<file path="src/rtl/pipe_stage_skid.sv">
// pipe_stage_skid: generic inter-stage register with valid/ready handshake,
// 2-entry skid buffer (registered in_ready) and synchronous flush.
// Optional build macro: PIPE_STAGE_STATS_EN enables the stall_cycles counter;
// without it stall_cycles is tied to zero.
module pipe_stage_skid #(
  parameter int unsigned         DATA_W   = 32,
  parameter int unsigned         ADDR_W   = 14,
  parameter logic [DATA_W-1:0]   NOP_WORD = 32'h00000000
) (
  input  logic              clock,
  input  logic              nreset,
  input  logic              flush,
  input  logic              in_valid,
  output logic              in_ready,
  input  logic [DATA_W-1:0] in_instr,
  input  logic [ADDR_W-1:0] in_ret_addr,
  input  logic              in_take_branch,
  output logic              out_valid,
  input  logic              out_ready,
  output logic [DATA_W-1:0] out_instr,
  output logic [ADDR_W-1:0] out_ret_addr,
  output logic              out_take_branch,
  output logic [1:0]        occupancy,
  output logic [15:0]       stall_cycles
);

  localparam int unsigned PW = DATA_W + ADDR_W + 1;

  // State encoding doubles as the occupancy count.
  localparam logic [1:0] EMPTY = 2'd0;
  localparam logic [1:0] ONE   = 2'd1;
  localparam logic [1:0] FULL  = 2'd2;

  // MAIN holds the bubble value whenever the stage is empty, so outputs come
  // straight from registers with no valid-gating mux.
  localparam logic [PW-1:0] BUBBLE = {NOP_WORD, {ADDR_W{1'b0}}, 1'b0};

  logic [1:0]    state_q, state_d;
  logic [PW-1:0] main_q, main_d;
  logic [PW-1:0] skid_q, skid_d;
  logic          in_ready_q;
  logic          accept;
  logic          drain;

  assign accept = in_valid & in_ready_q;
  assign drain  = out_valid & out_ready;

  // Next-state and payload movement between input, MAIN and SKID.
  always_comb begin
    state_d = state_q;
    main_d  = main_q;
    skid_d  = skid_q;
    if (flush) begin
      state_d = EMPTY;
      main_d  = BUBBLE;
      skid_d  = '0;
    end else begin
      case (state_q)
        EMPTY: begin
          if (accept) begin
            main_d  = {in_instr, in_ret_addr, in_take_branch};
            state_d = ONE;
          end
        end
        ONE: begin
          if (accept && drain) begin
            main_d = {in_instr, in_ret_addr, in_take_branch};
          end else if (accept) begin
            skid_d  = {in_instr, in_ret_addr, in_take_branch};
            state_d = FULL;
          end else if (drain) begin
            main_d  = BUBBLE;
            state_d = EMPTY;
          end
        end
        FULL: begin
          if (drain) begin
            main_d  = skid_q;
            skid_d  = '0;
            state_d = ONE;
          end
        end
        default: begin
          main_d  = BUBBLE;
          skid_d  = '0;
          state_d = EMPTY;
        end
      endcase
    end
  end

  // State, payload slots and the registered ready flag.
  always_ff @(posedge clock) begin
    if (!nreset) begin
      state_q    <= EMPTY;
      main_q     <= BUBBLE;
      skid_q     <= '0;
      in_ready_q <= 1'b1;
    end else begin
      state_q    <= state_d;
      main_q     <= main_d;
      skid_q     <= skid_d;
      in_ready_q <= (state_d != FULL);
    end
  end

  assign in_ready        = in_ready_q;
  assign out_valid       = (state_q != EMPTY);
  assign occupancy       = state_q;
  assign out_instr       = main_q[PW-1 -: DATA_W];
  assign out_ret_addr    = main_q[ADDR_W:1];
  assign out_take_branch = main_q[0];

`ifdef PIPE_STAGE_STATS_EN
  logic [15:0] stall_q;

  // Saturating count of cycles where a valid beat is held back downstream.
  always_ff @(posedge clock) begin
    if (!nreset) begin
      stall_q <= '0;
    end else if (flush) begin
      stall_q <= '0;
    end else if (out_valid && !out_ready && (stall_q != '1)) begin
      stall_q <= stall_q + 16'd1;
    end
  end

  assign stall_cycles = stall_q;
`else
  assign stall_cycles = '0;
`endif

endmodule

</file>
<file path="config.mk">
export PLATFORM = sky130hd
export DESIGN_NAME = pipe_stage_skid
export DESIGN_NICKNAME = d
export VERILOG_FILES = /design/src/rtl/pipe_stage_skid.sv
export SDC_FILE = /design/constraint.sdc
export NUM_CORES = 1
export LEC_CHECK = 0
export BUFFER_PORTS_ARGS = -buffer_cell sky130_fd_sc_hd__buf_2
export CORE_UTILIZATION = 40
export CTS_CLUSTER_SIZE = 28
export DETAILED_ROUTE_END_ITERATION = 12
export PLACE_DENSITY_LB_ADDON = 0.12
export SLEW_MARGIN = 20
export SYNTH_ARGS = -nofsm -noshare
export SYNTH_HDL_FRONTEND = slang
export SYNTH_SLANG_ARGS = --single-unit
</file>
<file path="constraint.sdc">
create_clock -name clock -period 1.8 [get_ports clock]
set_input_delay 0.27 -clock clock [delete_from_list [all_inputs] [get_ports clock]]
set_output_delay 0.27 -clock clock [all_outputs]
set_load 0.1 [all_outputs]
</file>
==> impl_metrics.json <==
{
  "grt.overflow.total": 0,
  "critPathMaxFanout": 20,
  "totalWireLength_um": 11900,
  "ioPinCount": 119,
  "place_inst": 730,
  "r2r-start": "occupancy[1]",
  "htreeDepth": 3,
  "ant_nets": 0,
  "cts.clk_slew.worst_paths_ns": 0.06,
  "finalClockSkew_ns": 0.00525,
  "grt_pass1_vias": 3520,
  "p_total_mw": 5.25,
  "worst_r2r_path_depth": 5,
  "grtUsageMet1": 0.272,
  "synth_cell_types": 28,
  "first_pass_iters": 11,
  "fmax_ghz": 0.574,
  "start_util": 0.419,
  "r2r-end": "main_q[31]",
  "drive_above_1_share": 0.240,
  "power.density_nw_per_um2": 910,
  "synth_edf_count": 0,
  "r2r_slack_ns": 0.22,
  "finalNetCount": 650,
  "grt-busiest-layer": "met2",
  "hold_class": "in -> reg",
  "ys.flop_type": "dfxtp_1",
  "via_per_inst": 5.25,
  "cp.required_ns": 1.53,
  "leakagePower_nw": 2.26,
  "port_buffers": 102,
  "root_buffer": "clkbuf_16",
  "power_frac_seq": 0.423,
  "cts_made_buffers": 9,
  "comb_power_share": 0.213,
  "drcViolationCount": 8,
  "grt_max_degree": 38,
  "clkSinkCount": 97,
  "p_clk_frac": 0.364,
  "cts_tree": "yes",
  "die_w_um": 112,
  "postCtsSetupRepairBufs": 0,
  "violations": "DRC",
  "cts_buffer_depth": 2,
  "max_cap_violations": 0,
  "ys_seq_elements": 97,
  "synthCells": 515,
  "ys_async_sr_fraction": 0,
  "grt_antenna_before_repair": 0,
  "finalHoldViolCount": 0,
  "startpoint_type": "register",
  "fillers": 1123,
  "antennaDiodeCount": 0,
  "endpoint_kind": "output pin",
  "dieArea_um2": 12600,
  "internal_power_mw": 3.56,
  "slew_violations": 0,
  "crit_start": "occupancy[0]",
  "grtUsageTotal": 0.192,
  "worstSetupPathType": "reg -> out",
  "setup_viol": 0,
  "min_period_ns": 1.74,
  "switching_share": 0.323,
  "status": "finished, violations left",
  "rsz0062_at_grt": "no",
  "relSlewSlack": 0.651,
  "critPathArrivalTime_ns": 1.47,
  "drt_iter0_drc": 239,
  "synth.avg_cell_area_um2": 9.44,
  "fin_crit_sh": 0.968,
  "final_cell_mix": "buf_2, nor2_1, mux2i_1, dfxtp_1",
  "peakVddDrop_uv": 524,
  "rows": 39,
  "wl_per_cell_um": 15.9,
  "num_vias": 3918,
  "fin_util": 0.497,
  "die-height_um": 112,
  "use_met3": 0.0470,
  "multi_input_area_um2": 2590,
  "setup.worst_path.end": "out_valid",
  "grt_use_met2": 0.282,
  "fin_cells": 746,
  "regArea_um2": 1950,
  "layout_commonest_cell": "buf_2",
  "coreArea_um2": 11600,
  "tightest_slew_ns": 0.527,
  "p_sw_mw": 1.70,
  "ys_seq_area_frac": 0.399,
  "area_delta_synth_final_pct": 18.7,
  "place_hpwl_um": 7650,
  "syn-cell-area_um2": 4860,
  "gp_congestion": 0.743,
  "clk-insertion-delay-late_ns": 0.35,
  "yosys_warnings": 0,
  "grt_pass1_wl_um": 18600
}
-- critical path, cell delays in order, from the launching register on --
cell     delay (ns)
dfxtp_4        0.41
buf_6          0.19
or2_2          0.34
buf_12         0.17
-- synth_stat cells (2+ instances only) --
cell | instances | area share
and2_1 | 47 | 0.060
dfxtp_1 | 97 | 0.40
mux2i_1 | 95 | 0.20
nand3b_1 | 4 | 0.0062
buf_6 | 6 | 0.014
a22oi_1 | 47 | 0.073
buf_2 | 11 | 0.011
a21oi_1 | 2 | 0.0021
buf_4 | 28 | 0.043
buf_1 | 2 | 0.0015
nor2_1 | 96 | 0.074
clkbuf_1 | 18 | 0.014
o2bb2ai_1 | 47 | 0.085
-- flip-flops by register name (all words and copies together), names as in the netlist --
register   flops
in_ready       1
skid_q        47
main_q        47
occupancy      2
-- stage by stage --
stage / area [um2] / hold slack (ns) / setup TNS [ns] / setup WS, ns
global route: 5770 / 0.250 / 0 / 0.00301
CTS: 5770 / 0.219 / 0 / 0.0389
floorplan: 4920 / 0.460 / -0.149 / -0.149
global placement: 5480 / 0.473 / 0 / 0.263
finish: 5770 / 0.238 / 0 / 0.0582
detailed placement: 5480 / 0.483 / 0 / 0.233
-- final cells by class --
class / instances / area share
multi-input cells: 368 / 0.449
clock inverters: 5 / 0.00976
clock buffers: 11 / 0.0403
repair buffers: 122 / 0.132
well taps: 143 / 0.0310
flip-flops and latches: 97 / 0.338
-- cell families (layout without fill, tap and decap cells) --
logic type,count (synthesis),in the layout,synth area share
simple gates,156,156,0.153
compound gates,101,101,0.168
flops,97,97,0.399
mux,95,95,0.196
buf+inv,65,138,0.0839
other cells,1,16,0.000771
-- how the worst min path moves through the flow --
stage,from,endpoint,slack [ns],cells after the start
4_1_cts,out_ready,occupancy[1],0.22,2
2_1_floorplan,skid_q[0],skid_q[0],0.46,2
3_3_place_gp,skid_q[3],skid_q[3],0.47,2
5_1_grt,out_ready,occupancy[1],0.25,2
3_5_place_dp,skid_q[23],skid_q[23],0.48,2
6_report,out_ready,occupancy[1],0.24,2
-- layer usage --
layer  part of all wire  wire length, um  vias to the layer above
li1                   -                -                     1957
met1               0.49             5860                     1850
met2               0.44             5180                      100
met3              0.056              665                       11
met4              0.012              145                        0
met5                  0                0                        -
-- power groups by stage --
stage	clock, mW	sequential (mW)	combinational [mW]
final	1.91	2.22	1.12
after global routing	2.07	2.23	1.19
after CTS	1.98	2.22	1.12
after detailed placement	0	2.27	1.12
after global placement	0	2.27	1.11
after floorplan	0	2.58	0.602
-- timing repair --
action / 4_1_cts / 5_1_grt
gates resized for setup: 2 / 0
setup endpoints to repair: 1 / 0
hold buffers: 0 / 0
No activity file was read; power rests on OpenSTA's default activity.
